==> src/rtl/uart_tx_serializer.sv <==
// UART transmit serializer: accepts a parallel word over valid/ready and
// frames it as start bit, DATA_WIDTH data bits, optional parity bit and
// one or two stop bits, each held for CLKS_PER_BIT clocks.
module uart_tx_serializer #(
  parameter int DATA_WIDTH   = 8,
  parameter int CLKS_PER_BIT = 16,
  parameter int PARITY_MODE  = 0,
  parameter int STOP_BITS    = 1,
  parameter int MSB_FIRST    = 0
) (
  input  logic                  clk,
  input  logic                  reset,
  input  logic [DATA_WIDTH-1:0] din,
  input  logic                  din_valid,
  output logic                  din_ready,
  output logic                  ser_out,
  output logic                  busy,
  output logic                  done
);

  if (DATA_WIDTH < 5 || DATA_WIDTH > 9) begin : g_bad_data_width
    $error("uart_tx_serializer: DATA_WIDTH must be 5..9");
  end
  if (CLKS_PER_BIT < 2) begin : g_bad_clks_per_bit
    $error("uart_tx_serializer: CLKS_PER_BIT must be >= 2");
  end
  if (PARITY_MODE < 0 || PARITY_MODE > 2) begin : g_bad_parity_mode
    $error("uart_tx_serializer: PARITY_MODE must be 0, 1 or 2");
  end
  if (STOP_BITS != 1 && STOP_BITS != 2) begin : g_bad_stop_bits
    $error("uart_tx_serializer: STOP_BITS must be 1 or 2");
  end

  localparam int BW       = (CLKS_PER_BIT > 2) ? $clog2(CLKS_PER_BIT) : 1;
  localparam int IW       = $clog2(DATA_WIDTH);
  localparam bit HAS_PAR  = (PARITY_MODE != 0);
  localparam bit ODD_PAR  = (PARITY_MODE == 2);
  localparam bit MSB_SEND = (MSB_FIRST != 0);

  typedef enum logic [2:0] {
    IDLE,
    START,
    DATA,
    PARITY,
    STOP
  } state_t;

  state_t                state;
  state_t                state_nx;
  logic [BW-1:0]         baud_cnt;
  logic [IW-1:0]         bit_cnt;
  logic [DATA_WIDTH-1:0] shreg;
  logic                  parity_q;
  logic                  ser_nx;
  logic                  done_nx;
  logic                  accept;
  logic                  baud_tc;
  logic                  last_data;
  logic                  last_stop;
  logic                  first_bit;
  logic                  next_bit;

  assign din_ready = (state == IDLE);
  assign busy      = (state != IDLE);
  assign accept    = din_valid && din_ready;
  assign baud_tc   = (baud_cnt == BW'(CLKS_PER_BIT - 1));
  assign last_data = (bit_cnt == IW'(DATA_WIDTH - 1));
  assign last_stop = (bit_cnt == IW'(STOP_BITS - 1));
  // ser_out is registered, so the bit about to go out is looked up one
  // shift ahead: first_bit before any shift, next_bit after the pending one.
  assign first_bit = MSB_SEND ? shreg[DATA_WIDTH-1] : shreg[0];
  assign next_bit  = MSB_SEND ? shreg[DATA_WIDTH-2] : shreg[1];

  // State and registered outputs
  always_ff @(posedge clk) begin
    if (reset) begin
      state   <= IDLE;
      ser_out <= 1'b1;
      done    <= 1'b0;
    end else begin
      state   <= state_nx;
      ser_out <= ser_nx;
      done    <= done_nx;
    end
  end

  // Next-state logic: advance only at baud terminal count
  always_comb begin
    state_nx = state;
    case (state)
      IDLE:    if (accept) state_nx = START;
      START:   if (baud_tc) state_nx = DATA;
      DATA:    if (baud_tc && last_data) state_nx = HAS_PAR ? PARITY : STOP;
      PARITY:  if (baud_tc) state_nx = STOP;
      STOP:    if (baud_tc && last_stop) state_nx = IDLE;
      default: state_nx = IDLE;
    endcase
  end

  // Output logic: next serial level and end-of-frame pulse
  always_comb begin
    ser_nx  = ser_out;
    done_nx = 1'b0;
    case (state)
      IDLE:    ser_nx = accept ? 1'b0 : 1'b1;
      START:   if (baud_tc) ser_nx = first_bit;
      DATA: begin
        if (baud_tc) begin
          if (last_data) ser_nx = HAS_PAR ? parity_q : 1'b1;
          else           ser_nx = next_bit;
        end
      end
      PARITY:  if (baud_tc) ser_nx = 1'b1;
      STOP: begin
        ser_nx  = 1'b1;
        done_nx = baud_tc && last_stop;
      end
      default: ser_nx = 1'b1;
    endcase
  end

  // Datapath: baud counter, bit/stop counter, shift register, parity latch
  always_ff @(posedge clk) begin
    if (reset) begin
      baud_cnt <= '0;
      bit_cnt  <= '0;
      shreg    <= '0;
      parity_q <= 1'b0;
    end else if (state == IDLE) begin
      baud_cnt <= '0;
      bit_cnt  <= '0;
      if (accept) begin
        shreg    <= din;
        parity_q <= (^din) ^ ODD_PAR;
      end
    end else begin
      baud_cnt <= baud_tc ? '0 : baud_cnt + BW'(1);
      if (baud_tc) begin
        case (state)
          DATA: begin
            bit_cnt <= last_data ? '0 : bit_cnt + IW'(1);
            shreg   <= MSB_SEND ? {shreg[DATA_WIDTH-2:0], 1'b0}
                                : {1'b0, shreg[DATA_WIDTH-1:1]};
          end
          STOP:    bit_cnt <= last_stop ? '0 : bit_cnt + IW'(1);
          default: ;
        endcase
      end
    end
  end

endmodule

==> config.mk <==
export PLATFORM = sky130hd
export DESIGN_NAME = uart_tx_serializer
export DESIGN_NICKNAME = d
export VERILOG_FILES = /design/src/rtl/uart_tx_serializer.sv
export SDC_FILE = /design/constraint.sdc
export NUM_CORES = 1
export LEC_CHECK = 0
export CORE_MARGIN = 2
export CORE_UTILIZATION = 45
export DETAILED_ROUTE_END_ITERATION = 8
export GPL_TIMING_DRIVEN = 0
export PLACE_DENSITY_LB_ADDON = 0.12
export SYNTH_ARGS = -nofsm -noshare
export SYNTH_HDL_FRONTEND = slang
export SYNTH_SLANG_ARGS = --single-unit
==> constraint.sdc <==
create_clock -name clk -period 3.6 [get_ports clk]
set_clock_uncertainty 0.2 [all_clocks]
set_input_delay 1.08 -clock clk [delete_from_list [all_inputs] [get_ports clk]]
set_output_delay 1.08 -clock clk [all_outputs]
set_load 0.02 [all_outputs]
==> results of run 1 <==
layout by cell type (no fill, tap or decap), types with 2 or more instances in the layout:
cell,netlist,final
buf_2,3,3
inv_1,5,5
nor2_1,5,5
clkdlybuf4s50_1,0,13
clkbuf_4,0,3
o2111ai_1,2,2
a21oi_1,4,4
nand3b_1,2,2
a211oi_1,9,9
ha_1,4,4
a311oi_1,7,7
o21ai_0,2,2
nand2b_1,3,3
nand2_1,16,16
nor3_1,5,5
clkbuf_1,2,2
dfxtp_1,20,20
buf_6,2,2
or3_1,2,2
mux2i_1,2,2
and3_1,2,2
o21ai_1,3,3
synthesized netlist by cell type (2+ instances only):
library cell | instances | area [um^2]
buf_6 | 2 | 22.5
a211oi_1 | 9 | 67.6
ha_1 | 4 | 50.1
or3_1 | 2 | 12.5
buf_2 | 3 | 15.0
o2111ai_1 | 2 | 17.5
clkbuf_1 | 2 | 7.51
mux2i_1 | 2 | 20.0
o21ai_1 | 3 | 15.0
inv_1 | 5 | 18.8
a311oi_1 | 7 | 61.3
o21ai_0 | 2 | 10.0
nor3_1 | 5 | 25.0
dfxtp_1 | 20 | 400
nand2b_1 | 3 | 18.8
and3_1 | 2 | 12.5
nor2_1 | 5 | 18.8
a21oi_1 | 4 | 20.0
nand2_1 | 16 | 60.1
nand3b_1 | 2 | 15.0
worst min-delay path, stage by stage (launching register included):
cell and delay (ns):
dfxtp_1 0.33, nand2_1 0.05, a311oi_1 0.08
where the power goes:
part,internal (mW),total (mW),switching [mW],leakage (nW)
clock network,0.113,0.187,0.0743,0.0279
logic,0.0353,0.0733,0.0380,0.307
registers,0.233,0.239,0.00673,0.164
total,0.380,0.499,0.119,0.498
cell families after synthesis:
kind of cell | Yosys count | share of synthesized area, %
AND/OR/NAND/NOR | 46 | 24.9
AO/OA/AOI/OAI | 34 | 22.5
flip-flops | 20 | 36.0
buffers and inverters | 15 | 7.09
adder cells (fa/ha/maj) | 4 | 4.50
XOR/XNOR | 2 | 3.26
multiplexers | 2 | 1.80
flip-flops by register name, summed over array words and instances (netlist names):
name / flops
baud_cnt: 4
bit_cnt: 3
shreg: 8
done: 1
ser_out: 1
state: 3
per-stage QoR:
step / instances / util [%] / power, mW
after global routing: 170 / 55.3 / 0.520
final: 170 / 55.3 / 0.499
after CTS: 170 / 55.3 / 0.504
after floorplan: 123 / - / 0.289
after detailed placement: 166 / 53.1 / 0.318
after global placement: 166 / 53.1 / 0.316
worst max path at each step:
stage,cells after the start,slack (ns),to,from
floorplan,2,1.36,busy,state[2]$_SDFFE_PP0P_
global placement,4,0.68,din_ready,state[2]$_SDFFE_PP0P_
detailed placement,4,0.68,din_ready,state[2]$_SDFFE_PP0P_
CTS,3,0.32,busy,state[1]$_SDFFE_PP0P_
global route,3,0.24,busy,state[1]$_SDFFE_PP0P_
finish,3,0.32,busy,state[1]$_SDFFE_PP0P_
cell type report:
class	instances	area [um^2]
clock inverters	1	30.0
inverters	6	22.5
well taps	30	37.5
repair buffers	13	130
fillers	219	1080
plain buffers	9	56.3
clock buffers	3	22.5
flip-flops and latches	20	400
multi-input cells	88	633
per-layer routing:
metal  track usage (%)  routed length [um]  up-vias
met2              27.2                1000       19
li1                  -                   -      498
met1              29.2                1280      455
met5                 0                   0        -
met4              7.69                  42        0
met3              2.50                  73        5
==> results.txt, run 1 <==
In the global route stage, overall resource usage came out at 19.3%. The placer's final routability congestion estimate is 0.838. The final number of setup-violating endpoints came out at 0.

The type of the most critical hold path is reg -> reg. The number of antenna cells inserted came out at 0. The number of buffers on the longest clock path came out at 2. Entering global routing, the biggest net connects 13 pins. The number of CTS-inserted buffers came out at 3. The clock period minus final worst setup slack came out at 3.28 ns. The aggregate negative setup slack is 0 ns. In the synthesized netlist the async set-or-reset flop fraction comes to 0%. The worst slew margin relative to its limit is 64.8%. The flow ran to the end, and the final reports show no timing, DRC or antenna violations.

The share of the clock period used by the worst path came out at 91.2%. The synthesized area per cell came out at 9.04 um^2. Setup slack on the critical path of the routed design comes to 0.318 ns.

The count of cells resized by post-cts repair is 0. The worst slack after detailed placement came out at 0.679 ns. The number of ports placed on the die boundary came out at 15. From synthesis to final layout, the design area changed by 19.8%.

The total power divided by cell area came out at 375 nW/um^2. Wires add up to 2400 um. The critical path goes through or3_1 > clkbuf_1 > clkdlybuf4s50_1. For this block, the initial DRC count from the detailed router was 21. In this run the post-CTS setup repair buffer count came out at 0. The number of nets handed over by synthesis was 138. The maximum achievable frequency is 305 MHz. The placed cell area is 1280 um^2. The share of the Yosys chip area taken by registers is 36.0%. In this run the clock root is driven by a clkbuf_4.

The worst vdd rail ir drop came out at 0.228 mV. Along the worst path, the maximum fanout reaches 10. Broken down by cell family, the worst path's largest delay share belongs to buffers and inverters. The first global-routing pass estimated 4070 um of wire. The nature of the critical path startpoint is a flip-flop. During synthesis, Yosys emitted a total of 0 warnings. The via density per instance is 5.75. The initial core utilization came out at 46.2%. Clock-pin slew was measured on the worst setup and hold paths at 0.12 ns. For this run, the detailed router's first-pass iteration total came to 4.

The worst hold margin came out at 0.296 ns. Port buffering added 13 buffers. The count of final hold-check violations is 0. The worst setup path is of the reg -> out kind.

The sort of element at the end of the critical path is an output port. The data required time of the critical path is 2.32 ns. The number of synthesized register bits is 20. In this run the critical register-to-register path is captured at bit_cnt[0]$_SDFFE_PP0P_. Summed over all layers, the global routing overflow is 0. The chip height came out at 53.7 um. In this run the remaining antenna-violating nets after routing total 0. The number of antenna violations at the first check in global routing is 0. The total number of placement rows is 18.

The clock tree from TritonCTS is yes. The depth of the worst register-to-register path came out at 4. The final net count came out at 156. The transition at the pin with the smallest max-transition slack is 0.527 ns. The synthesized netlist contains 43 unique library cells. The longest individual stage delay on the worst path is 0.70 ns.

The startpoint identified for the worst hold timing path is shreg[7]$_SDFFE_PP0P_. The via count of the first global-routing pass came to 870. The largest individual stage delay along the critical path comes from the cell clkdlybuf4s50_1. The area inside the core boundary came out at 2410 um^2.

The number of max-cap violations is 0. The detailed-route wire length per cell is 14.1 um. The number of hold buffers added after CTS is 0.

The count of flip-flops with a built-in enable after synthesis came out at 0. The number of levels in the clock H-tree came out at 1. The register-to-register setup slack came out at 1.72 ns. The data arrival time of the critical path is 2.00 ns. The final-report max-slew violation count came out at 0. The combined area of all synthesized cells came out at 1110 um^2. Counting every sink on the clock net gives 20. Setup repair after global routing left no endpoint under its margin. The startpoint identified for the worst register-to-register timing path is baud_cnt[0]$_SDFF_PP0_.

The total DRC errors in the routed layout came out at 0. Once layout is done, the placed cells without fillers occupy 1330 um^2. Together, buffers and inverters on the worst path number 2.

The path with the worst hold slack has its endpoint at shreg[6]$_SDFFE_PP0P_. The placed wire-length estimate is 1720 um. The later pin in the worst-skew pair is clocked with a latency of 0.31 ns. The total number of vias came out at 977. The die outline area is 2890 um^2. For this design the static power due to leakage is 0.498 nW. The fraction of layout instances using a drive strength above 1 is 11.4%. For this run, the leading register cell type out of synthesis is dfxtp_1. The instance count of the mapped netlist is 123. The die width came out at 53.7 um. The number of cells on the worst hold path came out at 2.
(Power assumes the default switching activity.)
==> inputs of run 2 (changes only) <==
- ABC_AREA: unset -> 1
- PLACE_DENSITY: unset -> 0.68
- PLACE_DENSITY_LB_ADDON: 0.12 -> unset
- TNS_END_PERCENT: unset -> 100
==> results.txt, run 2 <==
The number of antenna violations at the first check in global routing is 0. The tool flagged a number of max-cap violations equal to 0. Measured against the total synthesized area, the mux share comes to 0%.

The proportion of register bits with asynchronous set or reset after synthesis is 0%. The total number of vias is 999. The register with the most flip-flops in the final layout is shreg.

The slack of the critical path is 0.437 ns. The post-placement cell count came out at 194. The non-filler instance count after layout is 198. The total DRC errors in the routed layout is 0. The adder and majority cell fraction of the synthesized area is 4.62%. In this run the post-CTS setup repair buffer count came out at 0. The total number of placement rows is 17. The number of ports placed on the die boundary came out at 15. The die outline area came out at 2820 um^2. The leakage power total came out at 0.588 nW. The clock period minus final worst setup slack came out at 3.16 ns. In the finished design, the share of the clock period the worst path needs comes to 87.9%. The synthesized-area fraction occupied by and/or/nand/nor cells came out at 40.2%. The endpoint identified for the worst register-to-register timing path is state[0]$_SDFFE_PP0P_. The number of different library cells in the post-synthesis netlist is 23. The die width came out at 53.1 um.

The final antenna-violating net count is 0. The placed cell area came out at 1260 um^2. The number of sinks driven by the clock tree is 20. The area inside the core boundary is 2250 um^2. Entering global routing, the biggest net connects 13 pins.

The worst slack after detailed placement came out at 0.785 ns. The number of flip-flops in the largest register is 8. The count of flip-flops with a built-in enable after synthesis came out at 0. The clock latency at the later pin of the worst-skew pair is 0.30 ns.

Global routing used 17.8% of the available tracks. The aggregate negative setup slack is 0 ns. The instance count of the mapped netlist is 152. The worst register-to-register path begins at baud_cnt[0]$_SDFF_PP0_.

TritonCTS built the clock tree. Summing the areas of all xor and xnor instances in the mapped netlist gives 0.808% of the synthesized area. The first-pass GRT wire length is 3750 um.

The sort of element at the end of the critical path is an output port. The post-route total power came out at 1.02 mW. The chip height came out at 53.1 um.

The finished cells cover 1310 um^2. By count the netlist is led by nand2_1 (39), nor2_1 (23), dfxtp_1 (20). Dividing the detail-routed via count by the number of cells gives 5.05.

The number of levels in the clock H-tree is 1. The final-report max-slew violation count came out at 0. The count of final hold-check violations came out at 0. The clock transition at the register clock pins on the worst setup and hold paths after CTS is 0.13 ns. The synthesized area per cell came out at 7.13 um^2. The synthesized net count is 167. The leading register cell type out of synthesis is dfxtp_1. Of all nets on the critical path, the largest fanout is 10.

The min-delay analysis places its worst path in the category reg -> reg. The count of yosys warnings during synthesis came out at 0. The most critical setup path has its endpoint at din_ready.

The combined area of all synthesized cells is 1080 um^2. The number of buffers on the longest clock path came out at 2. The detailed-route wire length per cell is 10.7 um. The initial core utilization is 48.1%.

By area, the combinational part of the netlist is dominated by simple AND/OR/NAND/NOR gates. Setup repair after global routing left no endpoint under its margin. The placed wire-length estimate is 1630 um.

The final number of setup-violating endpoints is 0. The number of hold buffers added after CTS is 0. The critical path in this run is classified as reg -> out. The cell sitting at the root of the clock tree is a clkbuf_4.

Static timing analysis puts the maximum clock frequency at 316 MHz. TritonCTS created 3 clock buffers. The largest registers in the layout are shreg (8), baud_cnt (4).

The nature of the critical path startpoint is a flip-flop. The count of input and output buffers came out at 14. The critical path starts at state[1]$_SDFFE_PP0P_. The via count of the first global-routing pass came out at 868. Leaving out fill and tap cells, the most frequent cell in the layout is nand2_1. The setup check on the worst reg-to-reg path leaves a slack of 1.93 ns.

The data required time of the critical path came out at 2.32 ns. The transition at the pin with the smallest max-transition slack is 0.290 ns. The starting DRC count in detailed routing came out at 19.

The final net count is 186. The sum of overflow across all layers after global routing came out at 0. The share of the synthesized area in the top cell type is 37.0%. Of the cells placed in the final design, the portion with a size suffix greater than 1 is 15.3%.

Ranked by total cell area, the synthesized netlist is headed by dfxtp_1 (37%), nand2_1 (14%), nor2_1 (8.0%). The number of antenna cells inserted came out at 0. The worst slew margin relative to its limit is 80.7%. Yosys instantiated no cell more often than nand2_1. Leaving out fill and tap cells, the most frequent cells in the layout are nand2_1 (39), nor2_1 (23), dfxtp_1 (20).

Power spread over the standard cell area amounts to 779 nW/um^2. The first-pass iteration count of the detailed router came out at 5. Summing the areas of all compound-gate instances in the mapped netlist gives 10.4% of the synthesized area.

The count of cells resized by post-cts repair came out at 0. The depth of the worst register-to-register path came out at 9. Counting flops and latches in the post-synthesis netlist gives 20. The placer's final routability congestion estimate came out at 0.841.

The sequential element share of the synthesized area is 37.0%. Summed over all instances, the cell type with the most area after synthesis is dfxtp_1. The total wire length after detailed routing came out at 2120 um. The data arrival time of the critical path came out at 1.88 ns. Relative to the synthesized area, the layout overhead comes to 21.0%. The worst vdd rail ir drop came out at 0.430 mV. The flow ran to the end, and the final reports show no timing, DRC or antenna violations. The fill cell instance count of the final layout came out at 227.
-- run 2: area by class of cell --
type	instances	area, um^2	area share, %
Inverter	16	65.1	4.96
Clock inverter	1	30.0	2.29
Tap cell	28	35.0	2.67
Timing Repair Buffer	14	140	10.7
Clock buffer	3	22.5	1.72
Buffer	1	11.3	0.859
Sequential cell	20	400	30.5
Multi-Input combinational cell	115	607	46.3
-- run 2: kinds of logic (layout without fill, tap and decap cells) --
family                   after synthesis  in the layout
flip-flops                            20             20
AND/OR/NAND/NOR                       90             90
XOR/XNOR                               1              1
adder cells (fa/ha/maj)                4              4
buffers and inverters                 17             35
AO/OA/AOI/OAI                         20             20
-- run 2: worst min-delay path by stage --
stage                             endpoint  depth (start not counted)  slack [ns]                    from
global route        baud_cnt[0]$_SDFF_PP0_                          1        0.30  baud_cnt[0]$_SDFF_PP0_
floorplan           baud_cnt[0]$_SDFF_PP0_                          1        0.22  baud_cnt[0]$_SDFF_PP0_
CTS                 baud_cnt[0]$_SDFF_PP0_                          1        0.26  baud_cnt[0]$_SDFF_PP0_
global placement    baud_cnt[0]$_SDFF_PP0_                          1        0.23  baud_cnt[0]$_SDFF_PP0_
detailed placement  baud_cnt[0]$_SDFF_PP0_                          1        0.24  baud_cnt[0]$_SDFF_PP0_
finish              baud_cnt[0]$_SDFF_PP0_                          1        0.25  baud_cnt[0]$_SDFF_PP0_
-- run 2: routing by layer --
layer / vias to the layer above / part of all wire [%] / GRT usage (%)
li1: 519 / - / -
met1: 464 / 48 / 23.2
met2: 14 / 48 / 29.6
met3: 2 / 2.4 / 2.54
met4: 0 / 0.80 / 6.41
met5: - / 0 / 0
-- run 2: metrics by stage --
stage	hold slack [ns]	util [%]
after floorplan	0.218	-
after global routing	0.305	58.2
after global placement	0.231	55.8
final	0.252	58.2
after CTS	0.259	58.2
after detailed placement	0.236	55.8
-- run 2: critical path, cell delays in order, from the launching register on --
cell	delay, ns
dfxtp_1	0.41
nor2_4	0.21
nand2_4	0.12
inv_4	0.08
buf_6	0.13
clkdlybuf4s50_1	0.61
-- run 2: power breakdown --
| group | switching (mW) | leakage, nW | internal (mW) | total, mW |
|---|---|---|---|---|
| Clock | 0.0737 | 0.0279 | 0.112 | 0.186 |
| Combinational | 0.317 | 0.396 | 0.195 | 0.512 |
| Sequential | 0.0470 | 0.164 | 0.276 | 0.323 |
